File: src/rtl/bladd_seq_pkg.sv
// Shared types and constants for the bit-line addition sequencer.
//   state_e    : sequencer states
//   *_DEF      : default row-address and nibble-count widths
//   NIBBLE_W   : width of one operand slice held per SRAM row
//   STEP_LAT   : cycles spent per nibble (activate, sense, write back)
package bladd_seq_pkg;

    localparam int unsigned ADDR_W_DEF = 6;
    localparam int unsigned LEN_W_DEF  = 3;
    localparam int unsigned NIBBLE_W   = 4;
    localparam int unsigned STEP_LAT   = 3;

    typedef enum logic [2:0] {
        IDLE  = 3'd0,
        ACT   = 3'd1,
        SENSE = 3'd2,
        WB    = 3'd3,
        DONE  = 3'd4
    } state_e;

endpackage

File: src/rtl/bladd_addr_gen.sv
// Row address generator for the bit-line addition sequencer.
// Latches the three base rows and the nibble count at command accept, keeps
// the nibble index k, and produces wrapped row addresses (base + k).
//   clk, rst              : clock, async active-high reset
//   load                  : command accepted; latch bases/len, clear k
//   inc                   : advance k to the next nibble
//   src_a_in/src_b_in/dst_in/len_in : command fields
//   wl_addr_a/wl_addr_b   : activated rows for nibble k
//   wr_addr               : destination row for nibble k
//   last_step             : k has reached the final nibble
module bladd_addr_gen
    import bladd_seq_pkg::*;
#(
    parameter int unsigned ADDR_W = ADDR_W_DEF,
    parameter int unsigned LEN_W  = LEN_W_DEF
) (
    input  logic              clk,
    input  logic              rst,
    input  logic              load,
    input  logic              inc,
    input  logic [ADDR_W-1:0] src_a_in,
    input  logic [ADDR_W-1:0] src_b_in,
    input  logic [ADDR_W-1:0] dst_in,
    input  logic [LEN_W-1:0]  len_in,
    output logic [ADDR_W-1:0] wl_addr_a,
    output logic [ADDR_W-1:0] wl_addr_b,
    output logic [ADDR_W-1:0] wr_addr,
    output logic              last_step
);

    logic [ADDR_W-1:0] src_a_q, src_a_d;
    logic [ADDR_W-1:0] src_b_q, src_b_d;
    logic [ADDR_W-1:0] dst_q,   dst_d;
    logic [LEN_W-1:0]  len_q,   len_d;
    logic [LEN_W-1:0]  k_q,     k_d;

    // Base/count capture and step advance
    always_comb begin
        src_a_d = src_a_q;
        src_b_d = src_b_q;
        dst_d   = dst_q;
        len_d   = len_q;
        k_d     = k_q;
        if (load) begin
            src_a_d = src_a_in;
            src_b_d = src_b_in;
            dst_d   = dst_in;
            len_d   = len_in;
            k_d     = '0;
        end else if (inc) begin
            k_d = k_q + LEN_W'(1);
        end
    end

    always_ff @(posedge clk or posedge rst) begin
        if (rst) begin
            src_a_q <= '0;
            src_b_q <= '0;
            dst_q   <= '0;
            len_q   <= '0;
            k_q     <= '0;
        end else begin
            src_a_q <= src_a_d;
            src_b_q <= src_b_d;
            dst_q   <= dst_d;
            len_q   <= len_d;
            k_q     <= k_d;
        end
    end

    // Addition truncates to ADDR_W, so running past the top row wraps to row 0
    assign wl_addr_a = src_a_q + ADDR_W'(k_q);
    assign wl_addr_b = src_b_q + ADDR_W'(k_q);
    assign wr_addr   = dst_q   + ADDR_W'(k_q);
    assign last_step = (k_q == len_q);

endmodule

File: src/rtl/bladd_seq_ctrl.sv
// In-array bit-line addition sequencer.
// For each nibble: dual-wordline activate rows A and B, latch sensed BL/BLB
// into the external CLA2 slice, write SUM back to the destination row and
// chain the carry into the next nibble.
// Optional abort support is compiled in with `define BLADD_SEQ_ABORT_EN.
//   clk, rst                         : clock, async active-high reset
//   cmd_valid/cmd_ready              : command handshake (ready only when idle)
//   cmd_src_a/cmd_src_b/cmd_dst      : nibble-0 rows of A, B and result
//   cmd_len/cmd_cin                  : nibble count minus one, carry-in
//   wl_en/wl_addr_a/wl_addr_b        : dual-wordline activation
//   bl_in/blb_in                     : sensed A&B / ~(A|B), valid after wl_en
//   add_bl/add_blb/add_cin           : registered operands to CLA2
//   add_sum/add_cout                 : CLA2 results
//   wr_en/wr_addr/wr_data            : SUM write-back
//   done/carry_out                   : completion pulse, final carry
//   abort/aborted (optional)         : stop request, abort status
module bladd_seq_ctrl
    import bladd_seq_pkg::*;
#(
    parameter int unsigned ADDR_W = ADDR_W_DEF,
    parameter int unsigned LEN_W  = LEN_W_DEF
) (
    input  logic                clk,
    input  logic                rst,
`ifdef BLADD_SEQ_ABORT_EN
    input  logic                abort,
    output logic                aborted,
`endif
    input  logic                cmd_valid,
    output logic                cmd_ready,
    input  logic [ADDR_W-1:0]   cmd_src_a,
    input  logic [ADDR_W-1:0]   cmd_src_b,
    input  logic [ADDR_W-1:0]   cmd_dst,
    input  logic [LEN_W-1:0]    cmd_len,
    input  logic                cmd_cin,
    output logic                wl_en,
    output logic [ADDR_W-1:0]   wl_addr_a,
    output logic [ADDR_W-1:0]   wl_addr_b,
    input  logic [NIBBLE_W-1:0] bl_in,
    input  logic [NIBBLE_W-1:0] blb_in,
    output logic [NIBBLE_W-1:0] add_bl,
    output logic [NIBBLE_W-1:0] add_blb,
    output logic                add_cin,
    input  logic [NIBBLE_W-1:0] add_sum,
    input  logic                add_cout,
    output logic                wr_en,
    output logic [ADDR_W-1:0]   wr_addr,
    output logic [NIBBLE_W-1:0] wr_data,
    output logic                done,
    output logic                carry_out
);

    state_e                state_q, state_d;
    logic                  carry_q, carry_d;
    logic [NIBBLE_W-1:0]   bl_q, bl_d;
    logic [NIBBLE_W-1:0]   blb_q, blb_d;
    logic                  carry_out_q, carry_out_d;
    logic                  accept_c;
    logic                  inc_c;
    logic                  last_step_c;

    assign accept_c = cmd_valid & (state_q == IDLE);

`ifdef BLADD_SEQ_ABORT_EN
    logic abort_c;
    logic aborted_q, aborted_d;

    // Abort only acts while an operation is in flight
    assign abort_c = abort & ((state_q == ACT) || (state_q == SENSE) || (state_q == WB));

    always_comb begin
        aborted_d = aborted_q;
        if (accept_c) begin
            aborted_d = 1'b0;
        end else if (abort_c) begin
            aborted_d = 1'b1;
        end
    end

    always_ff @(posedge clk or posedge rst) begin
        if (rst) begin
            aborted_q <= 1'b0;
        end else begin
            aborted_q <= aborted_d;
        end
    end

    assign aborted = aborted_q;
`endif

    // Next-state, datapath capture and per-state strobes
    always_comb begin
        state_d     = state_q;
        carry_d     = carry_q;
        bl_d        = bl_q;
        blb_d       = blb_q;
        carry_out_d = carry_out_q;
        cmd_ready   = 1'b0;
        wl_en       = 1'b0;
        wr_en       = 1'b0;
        done        = 1'b0;
        inc_c       = 1'b0;

        case (state_q)
            IDLE: begin
                cmd_ready = 1'b1;
                if (cmd_valid) begin
                    carry_d     = cmd_cin;
                    carry_out_d = 1'b0;
                    state_d     = ACT;
                end
            end
            ACT: begin
                wl_en   = 1'b1;
                state_d = SENSE;
            end
            SENSE: begin
                bl_d    = bl_in;
                blb_d   = blb_in;
                state_d = WB;
            end
            WB: begin
                wr_en   = 1'b1;
                carry_d = add_cout;
                if (last_step_c) begin
                    // Publish the final carry on DONE entry so it is valid with the pulse
                    carry_out_d = add_cout;
                    state_d     = DONE;
                end else begin
                    inc_c   = 1'b1;
                    state_d = ACT;
                end
            end
            DONE: begin
                done    = 1'b1;
                state_d = IDLE;
            end
            default: begin
                state_d = IDLE;
            end
        endcase

`ifdef BLADD_SEQ_ABORT_EN
        // Aborted nibble is neither written nor allowed to update the carry
        if (abort_c) begin
            wr_en       = 1'b0;
            inc_c       = 1'b0;
            carry_d     = carry_q;
            carry_out_d = 1'b0;
            state_d     = DONE;
        end
`endif
    end

    always_ff @(posedge clk or posedge rst) begin
        if (rst) begin
            state_q     <= IDLE;
            carry_q     <= 1'b0;
            bl_q        <= '0;
            blb_q       <= '0;
            carry_out_q <= 1'b0;
        end else begin
            state_q     <= state_d;
            carry_q     <= carry_d;
            bl_q        <= bl_d;
            blb_q       <= blb_d;
            carry_out_q <= carry_out_d;
        end
    end

    bladd_addr_gen #(
        .ADDR_W (ADDR_W),
        .LEN_W  (LEN_W)
    ) u_addr_gen (
        .clk       (clk),
        .rst       (rst),
        .load      (accept_c),
        .inc       (inc_c),
        .src_a_in  (cmd_src_a),
        .src_b_in  (cmd_src_b),
        .dst_in    (cmd_dst),
        .len_in    (cmd_len),
        .wl_addr_a (wl_addr_a),
        .wl_addr_b (wl_addr_b),
        .wr_addr   (wr_addr),
        .last_step (last_step_c)
    );

    assign add_bl    = bl_q;
    assign add_blb   = blb_q;
    assign add_cin   = carry_q;
    assign wr_data   = add_sum;
    assign carry_out = carry_out_q;

endmodule

File: config.mk
export PLATFORM = sky130hd
export DESIGN_NAME = bladd_seq_ctrl
export DESIGN_NICKNAME = d
export VERILOG_FILES = /design/src/rtl/bladd_seq_pkg.sv /design/src/rtl/bladd_addr_gen.sv /design/src/rtl/bladd_seq_ctrl.sv
export SDC_FILE = /design/constraint.sdc
export NUM_CORES = 1
export LEC_CHECK = 0
export ABC_AREA = 1
export CORE_UTILIZATION = 40
export CTS_BUF_LIST = sky130_fd_sc_hd__clkbuf_4 sky130_fd_sc_hd__clkbuf_8
export DETAILED_ROUTE_END_ITERATION = 8
export GPL_TIMING_DRIVEN = 0
export PLACE_DENSITY = 0.76
export SLEW_MARGIN = 20
export SYNTH_ARGS = -nofsm -noshare
export SYNTH_HDL_FRONTEND = slang
export SYNTH_SLANG_ARGS = --single-unit
File: constraint.sdc
create_clock -name clk -period 1.7 [get_ports clk]
set_input_delay 0.34 -clock clk [delete_from_list [all_inputs] [get_ports clk]]
set_output_delay 0.34 -clock clk [all_outputs]
set_load 0.1 [all_outputs]
After elaboration in Yosys (flattened, before gate mapping) --
Index checks and enable logic that the tools add are counted.
Word-level totals: bits of input ports 38, register bits after elaboration 37, output and inout port bits 36, logic and storage cells 43
Operators by class: mux-type cells 16, equality and inequality tests 7, reductions and logical operators 5, bitwise gates (word level) 1, $add $sub $neg 4
Operators by type and width (number):
- $add A6 B3 Y6 | 3
- $mux W3 | 4
- $pmux W3 S4 | 1
- $mux W1 | 9
- $eq A3 B2 Y1 const B | 2
- $ne A2 B2 Y1 const B | 2
- $pmux W1 S2 | 2
- $reduce_bool A2 Y1 | 2
- $add A3 B1 Y3 const B | 1
- $eq A3 B1 Y1 const B | 1
- $eq A3 B3 Y1 | 1
- $eq A3 B3 Y1 const B | 1
- $logic_not A3 Y1 | 1
- $reduce_and A3 Y1 | 1
- $reduce_and A2 Y1 | 1
- $and A1 B1 Y1 | 1

Depth between registers and ports, before layout --
Gate-level depths: netlist (run 1).
depth in word-level cells 5, gate-level depth with buffers 8, mapped depth without buffers 8

Modules after synthesis --
From an unflattened synthesis (run 1), not the netlist that was laid out.
Second synthesis, totals: cells, all modules 272, area total of the unflattened synthesis 2159.6 µm²
By module, submodules not included:
- bladd_addr_gen | seq. area each 600.6 µm², area each 1496.4 µm², times used 1, cells each 196
- bladd_seq_ctrl | seq. area each 325.3 µm², area each 663.1 µm², times used 1, cells each 76

Worst setup path before layout (run 1) --
No wires, ideal clock.
path type reg2out, from reg u_addr_gen.k_q[0], to out wl_addr_b[4], arrival time 2649 ps, data required time 1360 ps, slack -1289 ps, buffers on the path 0, stages on the path, launching flop included 7, cell sequence dfrtp_1 ha_1 fa_1 nand2_1 nand2_1 nand2_1 xor2_1
On the way: word-level cells in the longest chain between the ends 1
Ends and longest elaborated chain:
- from (decl) | line bladd_addr_gen.sv:35 | logic [LEN_W-1:0] k_q, k_d;
- from (signal assigned) | line bladd_addr_gen.sv:67 | k_q <= k_d;
- $add A6 B3 Y6 | line bladd_addr_gen.sv:73 | assign wl_addr_b = src_b_q + ADDR_W'(k_q);
- to (decl) | line bladd_seq_ctrl.sv:38 | output logic [ADDR_W-1:0] wl_addr_b,
No other way between the ends.

Worst setup path in the final report (run 1) --
Same ends and word-level chain as after synthesis.

==> results of run 1 <==
## Yosys cell counts, drive strengths merged, types with 3 or more instances
library cell   n
buf            8
dfrtp         37
fa             3
ha            10
inv           17
mux2           8
nand2         80
nand3         17
nor2           7
o21ai          7
xor2          12
## through the flow
step | setup WS [ns] | hold slack (ns) | std cells
after CTS | -0.5924 | 0.3901 | 368
after detailed placement | -1.379 | 0.4771 | 351
after global routing | -0.6349 | 0.4174 | 377
after floorplan | -0.4598 | 0.4496 | 214
final | -0.5574 | 0.3739 | 377
after global placement | -1.325 | 0.4670 | 350
## logic make-up (layout without fill, tap and decap cells)
| family | count (synthesis) | count (layout) | share of synthesized area, % |
|---|---|---|---|
| AOI/OAI and AO/OA | 9 | 9 | 2.284 |
| xor gates and xnor gates | 14 | 14 | 6.218 |
| adders and majority gates | 13 | 13 | 9.391 |
| buffers and inverters | 25 | 121 | 6.979 |
| DFF | 37 | 37 | 46.95 |
| muxes | 8 | 8 | 4.569 |
| and+or+nand+nor | 108 | 108 | 23.60 |
## worst max-delay path: cells and delay by family (launching register included)
kind	cells	cell delay [ns]
buf+inv	1	0.19
flops	1	0.48
xor+xnor	1	0.17
simple gates	3	0.24
fa+ha+maj	2	0.54
## flip-flops by register name, summed over array words and instances, names as in the netlist
name	cells
add_bl	4
add_blb	4
add_cin	1
carry_out	1
state_q	3
u_addr_gen.dst_q	6
u_addr_gen.k_q	3
u_addr_gen.len_q	3
u_addr_gen.src_a_q	6
u_addr_gen.src_b_q	6
## what timing repair did
| item | CTS | global route |
|---|---|---|
| setup buffers | 9 | 10 |
| gates resized for setup | 233 | 19 |
| setup endpoints to repair | 36 | 26 |
| hold endpoints to repair | 0 | 0 |
| pin swaps | 16 | 16 |
## path summary, 6_finish.rpt
kind	startpoint	endpoint	slack, ns	cells past startpoint
max	u_addr_gen.k_q[0]	wl_addr_b[4]	-0.56	7
min reg2reg	add_bl[3]	add_bl[3]	0.51	1
max in group asynchronous	rst	u_addr_gen.k_q[2]	0.87	3
max reg2reg	u_addr_gen.k_q[1]	carry_out	0.08	10
min in group clk	add_bl[3]	add_bl[3]	0.51	1
min	rst	add_blb[0]	0.37	2
## layer usage
| layer | vias up | track usage [%] | wire length [microns] |
|---|---|---|---|
| met5 | - | 0 | 0 |
| met4 | 0 | 10.46 | 136 |
| met3 | 11 | 2.639 | 125 |
| met2 | 48 | 36.55 | 2794 |
| met1 | 833 | 25.41 | 2081 |
| li1 | 864 | - | - |
## layout make-up
cell class,count,area [sq um]
fillers,282,982.2
flip-flops and latches,37,934.6
well taps,67,83.83
inverters,17,68.82
plain buffers,8,68.82
repair buffers,88,1060
clock inverters,2,10.01
multi-input cells,152,1439
clock buffers,6,76.32
==> summary.txt, run 1 <==
Worst setup path
  – WP data arrival: between 1.5 and 2 ns
  – Max Fanout on Critical Path: 4
  – Crit-path cells: ha_4 -> fa_2 -> nand2_1 -> nand2_1 -> nand2_2 -> xor2_4 -> buf_12
  – Cell mode on critical path: nand2_1
  – Worst Setup Start Kind: flip-flop
  – CP required: between 1 and 1.5 ns
  – Critical Path Max Stage Delay: 0.48 ns
  – CP endpoint kind: primary output
  – CP Class: flip-flop to primary output
  – Critical path's slowest cell: dfrtp_2

Cells and area
  – Utilization after layout: 79.21%
  – Commonest non-fill, non-tap cell in the layout: nand2_1
  – # diodes: 0
  – Share of layout cells above drive strength 1: between 40 and 50%
  – Commonest non-fill, non-tap cells in the layout: 71 x nand2_1, 33 x clkdlybuf4s50_1, 32 x dfrtp_1
  – Final Cell Area: around 3700 sq um
  – Nets: between 300 and 400
  – Synth-to-layout area growth: 89.72%

STA
  – Setup ws final: -0.5574 ns
  – Worst slew pin tran: approximately 0.96 ns
  – Fin crit share: 132.8%
  – # setup viols final: 15
  – Clock skew: approximately 0.0024 ns
  – Max Freq: about 0.44 GHz
  – Slew headroom: a little over a third
  – Setup TNS: -6.953 ns
  – Fin crit period: around 2.3 ns
  – Slew Limit Fails: 0
  – RSZ-0062 raised after global routing: yes
  – Final Hold Fails: 0

Global route
  – Largest net degree at the start of global routing: 20
  – Gr usage total: 20.90%
  – First-pass GRT wire length: 8.197 mm
  – Antenna violations before repair: 0
  – Vias in the first global route: between 1500 and 2000
  – Grt total ovfl: 0

Clock tree
  – CTS tree: done
  – Total CTS buffers: 5
  – Clock Latency Late Sink: 0.30 ns
  – Clock slew seen by the registers of the worst setup and hold paths: ~0.070 ns
  – Clock root buffer: clkbuf_8
  – Hold Buf Count CTS: 0
  – Clock sinks: 37
  – CTS max path bufs: 2
  – CTS H-tree lvls: 2

Synth
  – Top FF cell, synth: dfrtp_1
  – Synth top area share: a little under half
  – Post-Syn Nets: 265
  – Ys Warns: 0
  – Ys async rst share: 100.0%
  – Netlist Area Pre-Place: 1972 sq um
  – EDFF count, synth: 0
  – Ranking of synthesized cells by area: dfrtp_1 47%, nand2_1 15%, ha_1 6.3%
  – Largest area contributor in the netlist: dfrtp_1
  – Mean Syn Cell Area: slightly above 9 sq um
  – Seq/Total Area, Yosys: a little under half
  – Synth cell types: 25
  – Post-synthesis sequential element count: 37
  – Synthesized netlist cell count: between 200 and 250

Floorplan
  – Die width: approximately 72 microns
  – Die area: between 5000 and 6000 sq um
  – Placeable Area: roughly 4700 sq um
  – Cell Rows: 25
  – Die height: roughly 72 microns
  – Io pins: 74
  – Initial core utilization: roughly two fifths

Placement
  – DP Area: 3187 sq um
  – Input/output buffers: 69
  – Dpl hpwl: around 3.5 mm
  – RD Place Congestion: around 0.81

Status
  – Outcome: complete, but fails checks
  – Failing checks: negative setup slack

Detailed routing
  – 1st-pass router iterations: 4
  – Post-DRT Antenna Nets: 0
  – Via Count: 1756
  – Initial DRC count: 43
  – Via-to-Cell Ratio: ~4.7
  – DRT Wirelength: ~5 mm
  – # DRC: 0
  – Wire length per cell: ~14 microns

Min path
  – Hold Path Class: input port to asynchronous set/reset pin

Run
  – Maximum Capacitance Violations: 0
Power of run 1 is not shown: default switching activity piles up to over one toggle a cycle in this logic, so the estimate is an artifact.
==> run 2: changes to the inputs <==
--- a/config.mk
+++ b/config.mk
@@ -8,6 +8,7 @@
 export ABC_AREA = 1
 export CORE_UTILIZATION = 40
 export CTS_BUF_LIST = sky130_fd_sc_hd__clkbuf_4 sky130_fd_sc_hd__clkbuf_8
+export CTS_CLUSTER_DIAMETER = 200
 export DETAILED_ROUTE_END_ITERATION = 8
 export GPL_TIMING_DRIVEN = 0
 export PLACE_DENSITY = 0.76
==> results of run 2 <==
The final DEF is identical to that of run 1; final timing and power are the same.
Power of run 2 is left out for the same reason.
==> run 3: changes to the inputs <==
--- a/config.mk
+++ b/config.mk
@@ -5,13 +5,13 @@
 export SDC_FILE = /design/constraint.sdc
 export NUM_CORES = 1
 export LEC_CHECK = 0
-export ABC_AREA = 1
+export CAP_MARGIN = 10
 export CORE_UTILIZATION = 40
 export CTS_BUF_LIST = sky130_fd_sc_hd__clkbuf_4 sky130_fd_sc_hd__clkbuf_8
 export CTS_CLUSTER_DIAMETER = 200
 export DETAILED_ROUTE_END_ITERATION = 8
 export GPL_TIMING_DRIVEN = 0
-export PLACE_DENSITY = 0.76
+export PLACE_DENSITY = 0.77
 export SLEW_MARGIN = 20
 export SYNTH_ARGS = -nofsm -noshare
 export SYNTH_HDL_FRONTEND = slang
==> run 3 against run 2 <==
The run still ends with negative setup slack left. Largest cell class unchanged. Utilization is 4.3 points lower. Sequential cell count stayed put. Via count is 15% lower. First-iteration DRC count is 47% lower. Fmax is 3.1% lower. Sequential share of layout area is 1.3 points higher. Wire length is 9.3% lower. Cell count is 18% lower. Global-route usage is 1.8 points lower. Design area is 5.4% lower. Critical endpoint is now wl_addr_a[4]. Clock skew is 0.0089 ns higher. Register-to-register slack worse by 0.05 ns.
==> summary.txt, run 3 <==
Synth
  – Largest area contributor in the netlist: dfrtp_1
  – Synthesized netlist cell count: 152 (-29%)
  – Ys async rst share: 100.0% (unchanged)
  – Main combinational cell family by area after synthesis: multiplexers
  – Seq/Total Area, Yosys: 47.34% (+0.39 points)
  – Adder-cell share of the synthesized area: 9.469% (+0.078 points)
  – Mean Syn Cell Area: 12.87 sq um (+40%)
  – Count leader, synth: dfrtp_1
  – Ranking of synthesized cells by area: dfrtp_1 47%, mux2_2 17%, ha_1 6.4%
  – EDFF count, synth: 0 (unchanged)
  – Synth Area in Compound Gates: 6.014% (+3.7 points)
  – Synth cell count leaders: 37 x dfrtp_1, 29 x mux2_2, 11 x xnor2_1
  – Multiplexer share of the synthesized area: 17.72% (+13 points)
  – Simple-Gate Fraction of Synth Area: 7.166% (-16 points)
  – Synth cell types: 30 (+20%)
  – Post-Syn Nets: 203 (-23%)
  – Top FF cell, synth: dfrtp_1
  – Post-synthesis sequential element count: 37 (unchanged)
  – Netlist Area Pre-Place: 1956 sq um (-0.82%)
  – Ys Warns: 0 (unchanged)
  – Xor/xnor share of the synthesized area: 7.614% (+1.4 points)
  – Synth top area share: 47.34% (+0.39 points)

Worst setup path
  – Critical Path End: wl_addr_a[4]
  – CP Class: flip-flop to primary output
  – Reg2reg path depth: 5 (-5)
  – Worst Setup Start Kind: flip-flop
  – CP required: 1.36 ns (about the same)
  – CP endpoint kind: primary output
  – RR Endpoint: carry_out
  – Crit-path cells: ha_4 -> fa_2 -> a21o_1 -> nand2_2 -> xnor2_4 -> buf_12
  – CP Depth: 6 (-1)
  – Critical R2R Launch: u_addr_gen.k_q[1]
  – Max Fanout on Critical Path: 4 (unchanged)
  – Delay-heaviest family, CP: adder cells
  – R2R setup slack: 0.03 ns (-0.05 ns)
  – Critical Path Max Stage Delay: 0.49 ns (about the same)
  – Critical path's slowest cell: dfrtp_2
  – Setup crit start: u_addr_gen.k_q[0]
  – WP data arrival: 1.99 ns (+0.07 ns)
  – Buffers & Inverters on Critical Path: 1 (unchanged)

STA
  – Fin crit share: 137.0% (+4.2 points)
  – RSZ-0062 raised after global routing: yes
  – Slew Limit Fails: 0 (unchanged)
  – Final Hold Fails: 0 (unchanged)
  – Clock skew: 0.01121 ns (+0.008853 ns)
  – Max Freq: 0.4293 GHz (-3.1%)
  – # setup viols final: 16 (+1)
  – Fin crit period: 2.329 ns (+0.07206 ns)
  – Slew headroom: 36.84% (+0.29 points)
  – Fin Hold WS: 0.5027 ns (+0.1288 ns)
  – Setup ws final: -0.6295 ns (-0.07206 ns)
  – Worst slew pin tran: 0.9512 ns (-0.004418 ns)
  – Setup TNS: -7.354 ns (-0.4008 ns)

Clock tree
  – Clock slew seen by the registers of the worst setup and hold paths: 0.08 ns (about the same)
  – Clock root buffer: clkbuf_8
  – Clock sinks: 37 (unchanged)
  – CTS H-tree lvls: 2 (unchanged)
  – CTS tree: done
  – Clock Latency Late Sink: 0.30 ns (about the same)
  – CTS max path bufs: 2 (unchanged)
  – Total CTS buffers: 5 (unchanged)

Cells and area
  – # diodes: 0 (unchanged)
  – Area of the multi-input gates: 1361 sq um (-5.4%)
  – Reg area: 930.9 sq um (-0.40%)
  – Commonest non-fill, non-tap cells in the layout: 35 x dfrtp_1, 33 x clkdlybuf4s50_1, 29 x mux2_2
  – Nets: 291 (-19%)
  – Filler instances: 297 (+5.3%)
  – Synth-to-layout area growth: 81.00%
  – Top Registers: u_addr_gen.dst_q x6, u_addr_gen.src_a_q x6, u_addr_gen.src_b_q x6
  – Share of layout cells above drive strength 1: 56.02% (+13 points)
  – Commonest non-fill, non-tap cell in the layout: dfrtp_1

Floorplan
  – Initial core utilization: 41.40% (-0.34 points)
  – Die height: 71.92 microns (-0.40%)
  – Cell Rows: 25 (unchanged)
  – Die area: 5172 sq um (-0.80%)
  – Placeable Area: 4723 sq um (unchanged)
  – Die width: 71.92 microns (-0.40%)
  – Io pins: 74 (unchanged)

Detailed routing
  – Initial DRC count: 23 (-47%)
  – Wire length per cell: 15.13 microns (+11%)
  – Via-to-Cell Ratio: 4.828 (+3.7%)
  – Via Count: 1487 (-15%)
  – # DRC: 0 (unchanged)
  – DRT Wirelength: 4.659 mm (-9.3%)
  – Post-DRT Antenna Nets: 0 (unchanged)
  – 1st-pass router iterations: 4 (unchanged)

Placement
  – RD Place Congestion: 0.8420 (+3.8%)
  – Dpl hpwl: 3.316 mm (-4.4%)
  – Input/output buffers: 69 (unchanged)

Status
  – Failing checks: negative setup slack
  – Outcome: complete, but fails checks

Global route
  – Vias in the first global route: 1524 (-14%)
  – Largest net degree at the start of global routing: 38 (+90%)
  – Gr usage total: 19.07% (-1.8 points)
  – First-pass GRT wire length: 7.189 mm (-12%)
  – Grt total ovfl: 0 (unchanged)
  – Antenna violations before repair: 0 (unchanged)

Run
  – Maximum Capacitance Violations: 0 (unchanged)

Min path
  – Hold Path Class: input port to asynchronous set/reset pin
==> run 3: cell types whose count changed after synthesis, sizes merged, moves of 2 or more <==
cell / change
xor2: -6
nor3b: +2
o21ai: -7
mux2i: +2
nand2: -73
xnor2: +9
a21o: +6
nand3: -16
mux2: +21
a21oi: +4
a31oi: +2
inv: -14
==> run 3: per-stage QoR <==
| step | instances | util [%] | cell area, sq um | setup WS (ns) |
|---|---|---|---|---|
| CTS | 303 | 73.22 | 3458 | -0.6535 |
| global route | 308 | 74.94 | 3540 | -0.6763 |
| global placement | 288 | 65.67 | 3102 | -1.418 |
| finish | 308 | 74.94 | 3540 | -0.6295 |
| detailed placement | 288 | 65.67 | 3102 | -1.445 |
| floorplan | 152 | - | 2327 | -0.4341 |
==> run 3: worst min-delay path by stage <==
| stage | cells past startpoint | slack [ns] | endpoint |
|---|---|---|---|
| 2_1_floorplan | 1 | 0.48 | carry_out |
| 3_3_place_gp | 1 | 0.49 | add_blb[2] |
| 3_5_place_dp | 1 | 0.50 | add_blb[0] |
| 4_1_cts | 1 | 0.51 | add_blb[0] |
| 5_1_grt | 1 | 0.53 | u_addr_gen.src_b_q[2] |
| 6_report | 2 | 0.50 | u_addr_gen.src_b_q[2] |
==> run 3: worst reg2reg max path: cells and delay by family, from the launching register on <==
family | cells | cell delay (ns)
compound gates | 3 | 0.58
buf+inv | 1 | 0.19
flops | 1 | 0.58
xor+xnor | 1 | 0.22
==> run 3: kinds of logic after synthesis <==
kind of cell | Yosys count
buffers and inverters | 12
AND/OR/NAND/NOR | 24
AO/OA/AOI/OAI | 18
adder cells (fa/ha/maj) | 13
flip-flops | 37
XOR/XNOR | 17
multiplexers | 31
==> run 3: what timing repair did <==
| action | 4_1_cts | 5_1_grt |
|---|---|---|
| setup buffers | 7 | 5 |
| pin swaps | 8 | 7 |
| setup endpoints to repair | 54 | 37 |
| hold buffers | 0 | 0 |
| resized for setup | 229 | 11 |
==> run 3: per-layer routing <==
layer / part of all wire, % / routed length [microns] / global-route usage (%)
met5: 0 / 0 / 0
met4: 1.5 / 72 / 6.972
met1: 38 / 1759 / 20.24
met2: 56 / 2597 / 35.64
met3: 4.9 / 230 / 5.694
==> run 3: layout make-up <==
| cell class | instances | area share (%) |
|---|---|---|
| Buffer | 9 | 2.545 |
| Clock buffer | 6 | 2.156 |
| Clock inverter | 2 | 0.2828 |
| Inverter | 3 | 0.4242 |
| Multi-Input combinational cell | 103 | 38.46 |
| Sequential cell | 37 | 26.30 |
| Tap cell | 67 | 2.368 |
| Timing Repair Buffer | 81 | 27.47 |
Power of run 3 is left out for the same reason.
